`src/rtl/barrel_shift_8_bit_pkg.sv`:
```
// Shared widths and the bit-reversal helper for the 8-bit barrel rotator.
package barrel_shift_8_bit_pkg;

  localparam int DATA_W = 8;
  localparam int SHA_W  = 3;

  function automatic logic [DATA_W-1:0] bit_rev(input logic [DATA_W-1:0] x);
    logic [DATA_W-1:0] r;
    for (int i = 0; i < DATA_W; i++) r[i] = x[DATA_W-1-i];
    return r;
  endfunction

endpackage

```
`src/rtl/barrel_shift_8_bit_rotate_right_8.sv`:
```
// Combinational 8-bit right rotator built as a 3-stage log shifter (1, 2, 4).
module rotate_right_8
  import barrel_shift_8_bit_pkg::*;
(
  input  logic [DATA_W-1:0] in,
  input  logic [SHA_W-1:0]  amt,
  output logic [DATA_W-1:0] out
);

  logic [DATA_W-1:0] s1, s2;

  always_comb begin
    s1  = amt[0] ? {in[0],   in[7:1]} : in;
    s2  = amt[1] ? {s1[1:0], s1[7:2]} : s1;
    out = amt[2] ? {s2[3:0], s2[7:4]} : s2;
  end

endmodule

```
`src/rtl/barrel_shift_8_bit.sv`:
```
// Registered 8-bit rotator; left rotates reuse the right core by mirroring
// the word on the way in and out.
module barrel_shift_8_bit
  import barrel_shift_8_bit_pkg::*;
(
  input  logic              clk,
  input  logic              rst,
  input  logic [DATA_W-1:0] in,
  input  logic              lr,
  input  logic [SHA_W-1:0]  sha,
  output logic [DATA_W-1:0] out
);

  logic [DATA_W-1:0] core_in, core_out;
  logic [DATA_W-1:0] out_d, out_q;

  always_comb begin
    core_in = lr ? bit_rev(in) : in;
  end

  rotate_right_8 u_rot (
    .in  (core_in),
    .amt (sha),
    .out (core_out)
  );

  always_comb begin
    out_d = lr ? bit_rev(core_out) : core_out;
  end

  always_ff @(posedge clk or posedge rst) begin
    if (rst) out_q <= '0;
    else     out_q <= out_d;
  end

  assign out = out_q;

endmodule

```
`config.mk`:
```
export PLATFORM = sky130hd
export DESIGN_NAME = barrel_shift_8_bit
export DESIGN_NICKNAME = d
export VERILOG_FILES = /design/src/rtl/barrel_shift_8_bit_pkg.sv /design/src/rtl/barrel_shift_8_bit_rotate_right_8.sv /design/src/rtl/barrel_shift_8_bit.sv
export SDC_FILE = /design/constraint.sdc
export NUM_CORES = 1
export LEC_CHECK = 0
export ABC_AREA = 1
export BUFFER_PORTS_ARGS = -buffer_cell sky130_fd_sc_hd__buf_2
export CORE_UTILIZATION = 50
export DETAILED_ROUTE_END_ITERATION = 8
export PLACE_DENSITY = 0.75
export SLEW_MARGIN = 25
export SYNTH_ARGS = -nofsm -noshare
export SYNTH_HDL_FRONTEND = slang
export SYNTH_SLANG_ARGS = --single-unit
```
`constraint.sdc`:
```
create_clock -name clk -period 0.8 [get_ports clk]
set_clock_uncertainty 0.1 [all_clocks]
set_input_delay 0.12 -clock clk [delete_from_list [all_inputs] [get_ports clk]]
set_output_delay 0.12 -clock clk [all_outputs]
set_load 0.03 [all_outputs]
```
==> results of run 1 <==
==> kinds of logic after synthesis <==
kind of cell,count (synthesis)
buffers and inverters,11
and+or+nand+nor,88
DFF,8
==> metrics by stage <==
stage / util (%) / TNS (ns) / cells
4_1_cts: 91.66 / -1.476 / 150
2_1_floorplan: - / -1.707 / 107
3_3_place_gp: 71.18 / -3.043 / 146
3_5_place_dp: 71.18 / -3.306 / 146
==> repair_timing <==
item | CTS
cloned | 0
pin swaps | 4
hold endpoints to repair | 8
hold buffers | 1
gates resized for setup | 56
endpoints found under the setup margin | 16
==> out/metrics.csv, run 1 <==
stage;metric;value;unit
logic_synthesis;synth-xor-area-share;0;%
logic_synthesis;async_reset_ff_share;100.0;%
logic_synthesis;synth_seq_cells;8;
logic_synthesis;yosysUniqueCellTypes;12;
logic_synthesis;avgSynthCellArea;6.981;µm²
outcome;tool.error;[ERROR DPL-0038] Utilization greater than 100%, impossible to legalize;
logic_synthesis;syn_inst;107;
logic_synthesis;synth_fa_ha_area_share;0;%
clock_tree;cts_buffers;3;
logic_synthesis;netlist_top_cells_area;nand3_1, dfrtp_1, nand3_2;
logic_synthesis;yosys_most_used_dff;dfrtp_1;
logic_synthesis;synth_simple_gate_area_share;62.98;%
outcome;outcome;did not finish;
clock_tree;cts_buffer_depth;2;
floorplan;die_h;40.65;µm
logic_synthesis;synth.most_common_cell;nand3_1;
logic_synthesis;synth_top_family_by_area;simple AND/OR/NAND/NOR gates;
logic_synthesis;synthMuxAreaShare;0;%
placement;place_area;960.9;µm²
floorplan;rows;13;
clock_tree;htree_num_levels;1;
floorplan;start_util;55.33;%
logic_synthesis;synth_compound_area_share;0;%
logic_synthesis;synth_area_leader_cell;nand3_1;
clock_tree;cts_root_buf;clkbuf_4;
logic_synthesis;synth_edf_count;0;
placement;place_congestion;0.8608;
placement;io_buffers;21;
clock_tree;clkSinkCount;8;
logic_synthesis;ys_seq_area_share;26.80;%
logic_synthesis;synth_top_cell_area_share;37.52;%
clock_tree;postCtsSetupBuffers;0;
logic_synthesis;synth_warnings;0;
timing;postGrtWorstEndpoint;out[2];
global_routing;grt_max_degree;10;
logic_synthesis;synth.net_count;121;
timing;worst_path_end_type;top-level output;
logic_synthesis;synth_common_cells;nand3_1, nand2_1, dfrtp_1, nand3_2, buf_2;
placement;pre_cts_slack;-0.4481;ns
logic_synthesis;synth_area;747.0;µm²
outcome;stop_stage;global routing (5_1_grt);
floorplan;die-width;40.65;µm
floorplan;io_pins;22;
placement;detailed_place_hpwl;1.521;mm
==> run 2: changes to the inputs <==
- CORE_AREA: default -> 2 2 63 65
- CORE_UTILIZATION: 50 -> default
- DIE_AREA: default -> 0 0 65 67
- PLACE_DENSITY: 0.75 -> default
- PLACE_DENSITY_LB_ADDON: default -> 0.15
==> out/metrics.csv, run 2 <==
stage;metric;value;unit;change
power;total_power;2.104;mW;
layout;layout_commonest_cell;nand3_4;;
timing;hold_viol_final;0;;
outcome;outcome;finished with violations;;
clock_tree;clkSinkCount;8;;unchanged
timing;rsz0062_at_grt;yes;;
detailed_routing;drtIter0Drc;14;;
logic_synthesis;synth_area_leader_cell;nand3_1;;
setup_path;worstPathArrival;0.72;ns;
logic_synthesis;synth.most_common_cell;nand3_1;;
clock_tree;clkTransAtPathRegs;0.04;ns;
setup_path;cpMaxStageDelayCell;dfrtp_1;;
logic_synthesis;yosys_most_used_dff;dfrtp_1;;
run;max-cap-violations;0;;
logic_synthesis;synth.net_count;121;;unchanged
logic_synthesis;synth_area;747.0;µm²;unchanged
logic_synthesis;yosysUniqueCellTypes;12;;unchanged
clock_tree;cts_buffers;3;;unchanged
layout;layout_common_cells;nand3_4, nand3_2, buf_2;;
setup_path;crit_path_start_kind;register;;
power;leakage;0.7341;nW;
setup_path;path_buf_inv;1;;
global_routing;grt_pass1_vias;973;;
layout;nNetsFinal;149;;
clock_tree;postCtsSetupBuffers;0;;unchanged
floorplan;rows;22;;+9
logic_synthesis;synth_seq_cells;8;;unchanged
setup_path;crit_family;flip-flops;;
logic_synthesis;netlist_top_cells_area;nand3_1, dfrtp_1, nand3_2;;
clock_tree;cts_root_buf;clkbuf_8;;
setup_path;cpPeakStageDelay;0.36;ns;
timing;period_needed;0.9419;ns;
timing;finalWorstSetupSlack;-0.1419;ns;
detailed_routing;viasPerCell;4.878;;
floorplan;core_area;3606;µm²;
setup_path;criticalPathCategory;reg2out;;
global_routing;grt_pass1_wl;4.388;mm;
layout;fin_util;51.46;%;
global_routing;grt_max_degree;10;;
logic_synthesis;synth_top_cell_area_share;37.52;%;unchanged
outcome;violations;negative setup slack;;
timing;hold_slack;0.2698;ns;
setup_path;cp-end-kind;primary output;;
floorplan;die_h;67;µm;+65%
floorplan;io_pins;22;;unchanged
global_routing;antenna_found_initial;0;;
logic_synthesis;synth_top_family_by_area;simple AND/OR/NAND/NOR gates;;
logic_synthesis;synth_fa_ha_area_share;0;%;unchanged
floorplan;die-width;65;µm;+60%
setup_path;critPathMaxFanout;1;;
logic_synthesis;synth-xor-area-share;0;%;unchanged
placement;detailed_place_hpwl;1.744;mm;+15%
logic_synthesis;async_reset_ff_share;100.0;%;unchanged
setup_path;cp-startpoint;out[1]$_DFF_PP0_;;
timing;finalSetupViolCount;16;;
timing;finalMaxSlewViolations;0;;
logic_synthesis;synth_simple_gate_area_share;62.98;%;unchanged
layout;drive_above_1_share;86.47;%;
power;irDropWorstVdd;0.4405;mV;
timing;post-route-period-util;117.7;%;
logic_synthesis;synthMuxAreaShare;0;%;unchanged
global_routing;grt_usage;12.89;%;
floorplan;die_area;4355;µm²;
timing;tightest_slew;0.2825;ns;
detailed_routing;dr.pass1.iters;3;;
min_path;worst_hold_path_type;in2async;;
setup_path;worstPathRequired;0.58;ns;
setup_path;crit_chain;buf_6;;
detailed_routing;ant_nets;0;;
clock_tree;cts_tree;yes;;
logic_synthesis;syn_inst;107;;unchanged
logic_synthesis;ys_seq_area_share;26.80;%;unchanged
placement;io_buffers;21;;unchanged
power;p_per_area;1134;nW/µm²;
clock_tree;cts_buffer_depth;2;;unchanged
layout;largest_reg_flops;8;;
logic_synthesis;synth_common_cells;nand3_1, nand2_1, dfrtp_1, nand3_2, buf_2;;
detailed_routing;dr_total_vias;883;;
timing;maxSlewHeadroom;81.14;%;
detailed_routing;avgRoutedWirePerCell;14.42;µm;
global_routing;overflow;0;;
logic_synthesis;synth_warnings;0;;unchanged
detailed_routing;totalWireLength;2.610;mm;
logic_synthesis;synth_compound_area_share;0;%;unchanged
floorplan;start_util;20.71;%;-35 points
logic_synthesis;avgSynthCellArea;6.981;µm²;unchanged
logic_synthesis;synth_edf_count;0;;unchanged
placement;place_congestion;0.8221;;-4.5%
detailed_routing;drc;0;;
timing;fmax;1062;MHz;
layout;diodes;0;;
layout;area_growth;148.4;%;
clock_tree;htree_num_levels;1;;unchanged
run 2: cell counts after synthesis:
No cell type changed its count.
run 2: through the flow:
step                      TNS, ns  setup slack (ns)  std cells  area (µm²)
after floorplan            -1.707           -0.2149        107       818.3
after CTS                  -1.533           -0.1550        181        1627
after global placement     -3.166           -0.4002        176       992.2
after global routing       -1.979           -0.1680        181        1856
after detailed placement   -3.419           -0.4393        176       992.2
final                      -1.501           -0.1419        181        1856
run 2: kinds of logic (layout without fill, tap and decap cells):
| group | Yosys count | count (layout) |
|---|---|---|
| simple gates | 88 | 88 |
| buf+inv | 11 | 37 |
| flops | 8 | 8 |
run 2: cell type report:
| class | count | area [µm²] |
|---|---|---|
| fill | 315 | 1750 |
| multi-input combinational | 88 | 1212 |
| timing repair buffer | 29 | 295.3 |
| sequential | 8 | 200.2 |
| tap | 48 | 60.06 |
| inverter | 5 | 46.29 |
| clock buffer | 3 | 41.29 |
run 2: path summary, 6_finish.rpt:
| kind | to | slack, ns | cells after the start |
|---|---|---|---|
| min in group clk | out[7]$_DFF_PP0_ | 0.27 | 4 |
| max in group asynchronous | out[5]$_DFF_PP0_ | 0.11 | 3 |
| setup / recovery | out[1] | -0.14 | 1 |
| hold / removal | out[7]$_DFF_PP0_ | 0.27 | 3 |
run 2: what timing repair did:
item                                    CTS  global route
pin swaps                                23            23
resized for setup                       109            41
hold endpoints to repair                  8             0
endpoints found under the setup margin   16            16
hold buffers                              1             0
gates cloned                              1             0
run 2: layer usage:
| layer | global-route usage, % | up-vias | share of wire [%] |
|---|---|---|---|
| met5 | 0 | - | 0 |
| met4 | 4.787 | 0 | 1.8 |
| met3 | 1.858 | 6 | 2.6 |
| met2 | 26.16 | 22 | 62 |
| met1 | 13.10 | 421 | 33 |
| li1 | - | 434 | - |
run 2: power breakdown:
part           internal, mW  switching (mW)  leakage, nW
combinational         0.476           0.693        0.617
sequential            0.459          0.0222       0.0950
clock                 0.323           0.131       0.0216
total                  1.26           0.846        0.734
Note: power is estimated with default switching activity, not from simulation.
==> run 3: changes to the inputs <==
- SETUP_SLACK_MARGIN: default -> 0.5
- SYNTH_HIERARCHICAL: default -> 1
==> out/metrics.csv, run 3 <==
stage;metric;value;unit;change
outcome;outcome;finished with violations;;
outcome;violations;negative hold slack, negative setup slack;;
detailed_routing;viasPerCell;4.540;;-6.9%
global_routing;grt_usage;11.51;%;-1.4 points
setup_path;cp-end-kind;primary output;;
logic_synthesis;avgSynthCellArea;6.704;µm²;-4.0%
layout;area_growth;93.63;%;
global_routing;antenna_found_initial;0;;unchanged
setup_path;criticalPathCategory;reg2out;;
timing;hold_viol_final;8;;+8
logic_synthesis;synth.most_common_cell;nand2_1;;
timing;post-route-period-util;121.4;%;+3.7 points
logic_synthesis;synth.net_count;137;;+13%
setup_path;cpPeakStageDelay;0.39;ns;+0.03 ns
logic_synthesis;synth_edf_count;0;;unchanged
floorplan;io_pins;22;;unchanged
detailed_routing;dr.pass1.iters;4;;+1
power;p_per_area;1251;nW/µm²;+10%
floorplan;die_h;67;µm;unchanged
logic_synthesis;synth_simple_gate_area_share;63.13;%;+0.14 points
power;p_seq_share;24.4;%;+1.5 points
detailed_routing;drc;0;;unchanged
logic_synthesis;synth_common_cells;nand2_1, nand2_2, nand3_1, dfrtp_1;;
logic_synthesis;yosys_most_used_dff;dfrtp_1;;
power;p_int;1.222;mW;-2.9%
timing;finalWorstSetupSlack;-0.1713;ns;-0.02938 ns
timing;finalMaxSlewViolations;0;;unchanged
timing;period_needed;0.9713;ns;+0.02938 ns
setup_path;crit_chain;buf_6;;
layout;drive_above_1_share;89.47;%;+3.0 points
timing;tightest_slew;0.3883;ns;+0.1058 ns
detailed_routing;dr_total_vias;908;;+2.8%
layout;stdcell_count;200;;+10%
layout;diodes;0;;unchanged
logic_synthesis;synth_top_family_by_area;simple AND/OR/NAND/NOR gates;;
clock_tree;clkTransAtPathRegs;0.04;ns;about the same
logic_synthesis;synth_compound_area_share;0;%;unchanged
placement;detailed_place_hpwl;1.775;mm;+1.8%
layout;layout_common_cells;nand2_2, nand2_4, nand3_2;;
run;max-cap-violations;0;;unchanged
logic_synthesis;synthMuxAreaShare;0;%;unchanged
setup_path;critPathMaxFanout;1;;unchanged
floorplan;rows;22;;unchanged
timing;rsz0062_at_grt;yes;;
logic_synthesis;ys_seq_area_share;24.28;%;-2.5 points
timing;fmax;1030;MHz;-3.0%
power;combinationalPowerShare;51.0;%;-4.6 points
global_routing;overflow;0;;unchanged
clock_tree;cts_tree;yes;;
power;leakage;0.7831;nW;+6.7%
logic_synthesis;syn_inst;123;;+15%
logic_synthesis;yosysUniqueCellTypes;11;;-1
detailed_routing;drtIter0Drc;23;;+9
placement;io_buffers;21;;unchanged
detailed_routing;totalWireLength;2.408;mm;-7.7%
global_routing;grt_pass1_vias;913;;-6.2%
setup_path;crit_family;flip-flops;;
logic_synthesis;async_reset_ff_share;100.0;%;unchanged
floorplan;die-width;65;µm;unchanged
logic_synthesis;synth_fa_ha_area_share;0;%;unchanged
logic_synthesis;synth_warnings;6;;+6
detailed_routing;avgRoutedWirePerCell;12.04;µm;-17%
logic_synthesis;synth_area;824.5;µm²;+10%
global_routing;grt_max_degree;10;;unchanged
power;clockPowerShare;24.6;%;+3.0 points
setup_path;path_buf_inv;1;;unchanged
clock_tree;cts_buffers;3;;unchanged
layout;register_area;206.4;µm²;+3.1%
timing;maxSlewHeadroom;74.09;%;-7.1 points
power;irDropWorstVdd;0.5726;mV;+30%
logic_synthesis;synth_area_leader_cell;dfrtp_1;;
clock_tree;cts_root_buf;clkbuf_8;;
layout;largest_reg_flops;8;;unchanged
min_path;worst_hold_path_type;in2async;;
clock_tree;htree_num_levels;1;;unchanged
setup_path;crit_path_start_kind;register;;
global_routing;grt_pass1_wl;4.015;mm;-8.5%
setup_path;worstPathRequired;0.58;ns;about the same
clock_tree;clkSinkCount;8;;unchanged
setup_path;worstPathArrival;0.75;ns;+0.03 ns
layout;multi_input_area;950.9;µm²;-22%
clock_tree;cts_buffer_depth;2;;unchanged
power;p_switching;0.7755;mW;-8.3%
timing;tns;-2.066;ns;-0.5650 ns
logic_synthesis;synth-xor-area-share;0;%;unchanged
floorplan;die_area;4355;µm²;unchanged
layout;nNetsFinal;167;;+12%
layout;fill_cells;355;;+13%
timing;finalSetupViolCount;16;;unchanged
layout;layout_commonest_cell;nand2_2;;
floorplan;core_area;3606;µm²;unchanged
timing;hold_slack;-0.2726;ns;-0.5424 ns
placement;placedCellCount;193;;+9.7%
logic_synthesis;synth_top_cell_area_share;24.28;%;-13 points
power;p_sw_share;38.82;%;-1.4 points
logic_synthesis;netlist_top_cells_area;dfrtp_1, nand2_2, nand2_1;;
detailed_routing;ant_nets;0;;unchanged
placement;place_congestion;0.8173;;-0.58%
setup_path;cpMaxStageDelayCell;dfrtp_2;;
floorplan;start_util;22.87;%;+2.2 points
logic_synthesis;synth_seq_cells;8;;unchanged
## run 3: worst paths after layout
check / depth (start not counted) / end / slack [ns] / startpoint
setup / recovery: 1 / out[3] / -0.17 / out[3]$_DFF_PP0_
hold / removal: 2 / out[4]$_DFF_PP0_ / -0.27 / rst
max in group asynchronous: 2 / out[5]$_DFF_PP0_ / 0.62 / rst
min in group clk: 5 / out[0]$_DFF_PP0_ / 0.28 / lr
## run 3: per-layer routing
layer	global-route usage (%)	vias to the layer above	wire length [µm]
met3	1.858	2	93
met1	13.65	441	1009
met5	0	-	0
met4	2.394	0	15
li1	-	449	-
met2	21.65	16	1290
## run 3: cells by family (layout without fill, tap and decap cells)
kind of cell,after synthesis,after routing
buf+inv,11,40
flops,8,8
simple gates,104,104
## run 3: cell type report
class | instances | share of cell area (%)
multi-input combinational | 104 | 59.56
tap | 48 | 3.762
timing repair inverter | 1 | 0.5486
sequential | 8 | 12.93
timing repair buffer | 30 | 17.79
inverter | 5 | 2.586
clock buffer | 4 | 2.821
## run 3: repair_timing
item                       CTS  global route
hold endpoints to repair     8             8
gates resized for setup     65            49
setup endpoints to repair   16            16
cloned                       1             1
pin swaps                   37            26
setup buffers                1             0
## run 3: through the flow
stage	cell area [µm²]	setup WS [ns]	util, %	total power [mW]
CTS	1358	-0.1817	37.65	1.860
detailed placement	1041	-0.5146	28.87	1.145
floorplan	889.6	-0.3098	-	0.9903
global placement	1041	-0.4968	28.87	1.140
global route	1597	-0.1963	44.27	2.121
finish	1597	-0.1713	44.27	1.998
## run 3: power groups by stage
stage,clock network (mW),logic [mW],registers (mW)
after detailed placement,0,0.665,0.480
final,0.491,1.02,0.487
after CTS,0.509,0.864,0.488
after global placement,0,0.661,0.479
after floorplan,0,0.397,0.594
after global routing,0.538,1.09,0.493
==> run 4: changes to the inputs <==
- BUFFER_PORTS_ARGS: -buffer_cell sky130_fd_sc_hd__buf_2 -> default
- DONT_BUFFER_PORTS: default -> 1
==> out/metrics.csv, run 4 (synthesized netlist as in run 3, its figures left out) <==
stage;metric;value;unit;change
global_routing;grt_pass1_wl;3.974;mm;-1.0%
timing;maxSlewHeadroom;75.52;%;+1.4 points
layout;layout_commonest_cell;nand2_2;;
layout;area_growth;72.69;%;
run;max-cap-violations;0;;unchanged
setup_path;criticalPathCategory;reg2out;;
setup_path;critPathMaxFanout;1;;unchanged
floorplan;die_h;67;µm;unchanged
clock_tree;cts_root_buf;clkbuf_8;;
detailed_routing;drtIter0Drc;21;;-8.7%
timing;hold_viol_final;16;;+8
detailed_routing;viasPerCell;4.661;;+2.7%
floorplan;io_pins;22;;unchanged
setup_path;crit_path_start_kind;register;;
power;irDropWorstVdd;0.3673;mV;-36%
setup_path;cp-end-kind;primary output;;
floorplan;start_util;22.87;%;unchanged
placement;place_area;878.3;µm²;-16%
timing;tightest_slew;0.3668;ns;-0.02152 ns
layout;drive_above_1_share;92.68;%;+3.2 points
placement;detailed_place_hpwl;1.589;mm;-11%
global_routing;grt_usage;11.77;%;+0.26 points
placement;placedCellCount;166;;-14%
clock_tree;cts_tree;yes;;
setup_path;worstPathRequired;0.58;ns;about the same
floorplan;rows;22;;unchanged
setup_path;cp-startpoint;out[4]$_DFF_PP0_;;
clock_tree;clkSinkCount;8;;unchanged
detailed_routing;dr.pass1.iters;4;;unchanged
layout;stdcell_count;171;;-14%
outcome;violations;negative hold slack, negative setup slack;;
timing;rsz0062_at_grt;yes;;
layout;diodes;0;;unchanged
setup_path;worstPathArrival;0.68;ns;-0.07 ns
clock_tree;postCtsSetupBuffers;0;;-1
setup_path;crit_end;out[4];;
outcome;outcome;finished with violations;;
clock_tree;cts_buffer_depth;2;;unchanged
placement;place_congestion;0.8219;;+0.56%
timing;period_needed;0.9041;ns;-0.06718 ns
layout;final_area;1424;µm²;-11%
power;total_power;1.749;mW;-12%
floorplan;die_area;4355;µm²;unchanged
clock_tree;clkTransAtPathRegs;0.04;ns;about the same
detailed_routing;avgRoutedWirePerCell;13.29;µm;+10%
timing;post-route-period-util;113.0;%;-8.4 points
timing;fmax;1106;MHz;+7.4%
placement;io_buffers;0;;-100%
layout;layout_common_cells;nand2_2, nand2_4, nand3_2;;
power;p_per_area;1228;nW/µm²;-1.8%
power;leakage;0.6553;nW;-16%
clock_tree;htree_num_levels;1;;unchanged
detailed_routing;dr_total_vias;797;;-12%
global_routing;overflow;0;;unchanged
timing;finalMaxSlewViolations;0;;unchanged
min_path;worst_hold_path_type;in2async;;
timing;finalWorstSetupSlack;-0.1041;ns;+0.06718 ns
global_routing;grt_pass1_vias;840;;-8.0%
timing;finalSetupViolCount;8;;-8
detailed_routing;totalWireLength;2.273;mm;-5.6%
detailed_routing;ant_nets;0;;unchanged
global_routing;antenna_found_initial;0;;unchanged
layout;nNetsFinal;138;;-17%
timing;hold_slack;-0.3760;ns;-0.1033 ns
detailed_routing;drc;0;;unchanged
setup_path;crit_cells;0;;-1
floorplan;die-width;65;µm;unchanged
global_routing;grt_max_degree;19;;+9
timing;tns;-0.8046;ns;+1.261 ns
clock_tree;cts_buffers;3;;unchanged
layout;largest_reg_flops;8;;unchanged
floorplan;core_area;3606;µm²;unchanged
[run 4: cell types whose count changed in the layout (fill, tap and decap cells not counted), moves of 4 or more]
cell and change:
nand3_4 +4, buf_2 -11, buf_4 -5, nand3_2 -4, buf_6 -9, nand2_1 -4
nand2_4 +5
[run 4: worst min-delay path by stage]
| stage | startpoint | endpoint | slack (ns) | cells past startpoint |
|---|---|---|---|---|
| 2_1_floorplan | rst | out[1]$_DFF_PP0_ | -0.16 | 1 |
| 3_3_place_gp | rst | out[1]$_DFF_PP0_ | -0.14 | 1 |
| 3_5_place_dp | rst | out[6]$_DFF_PP0_ | -0.13 | 1 |
| 4_1_cts | rst | out[0]$_DFF_PP0_ | -0.37 | 1 |
| 5_1_grt | rst | out[0]$_DFF_PP0_ | -0.36 | 1 |
| 6_report | rst | out[0]$_DFF_PP0_ | -0.38 | 1 |
[run 4: layer usage]
metal,up-vias,track usage (%),wire (µm)
met4,0,3.989,12
met2,16,20.62,1240
met1,382,13.88,907
met3,2,3.041,112
met5,-,0,0
li1,397,-,-
[run 4: area by class of cell]
| type | count | area [µm²] |
|---|---|---|
| Timing Repair Buffer | 1 | 7.507 |
| Timing Repair inverter | 1 | 16.27 |
| Multi-Input combinational cell | 104 | 1030 |
| Tap cell | 48 | 60.06 |
| Sequential cell | 8 | 210.2 |
| Clock buffer | 4 | 45.04 |
| Inverter | 5 | 55.05 |
| Fill cell | 357 | 2182 |
[run 4: through the flow]
step | setup WS [ns] | utilization [%]
floorplan | -0.3098 | -
global placement | -0.2210 | 24.36
detailed placement | -0.2122 | 24.36
CTS | -0.1128 | 38.55
global route | -0.1224 | 39.49
finish | -0.1041 | 39.49
[run 4: what timing repair did]
| item | 4_1_cts | 5_1_grt |
|---|---|---|
| hold endpoints to repair | 16 | 16 |
| pin swaps | 59 | 23 |
| setup endpoints to repair | 16 | 16 |
| resized for setup | 105 | 5 |
| cloned | 1 | 0 |
[run 4: where the power goes]
part / internal (mW) / switching, mW / leakage [nW] / total [mW]
Combinational: 0.268 / 0.400 / 0.544 / 0.668
Sequential: 0.470 / 0.128 / 0.0889 / 0.597
Clock: 0.344 / 0.140 / 0.0228 / 0.484
Total: 1.08 / 0.668 / 0.655 / 1.75
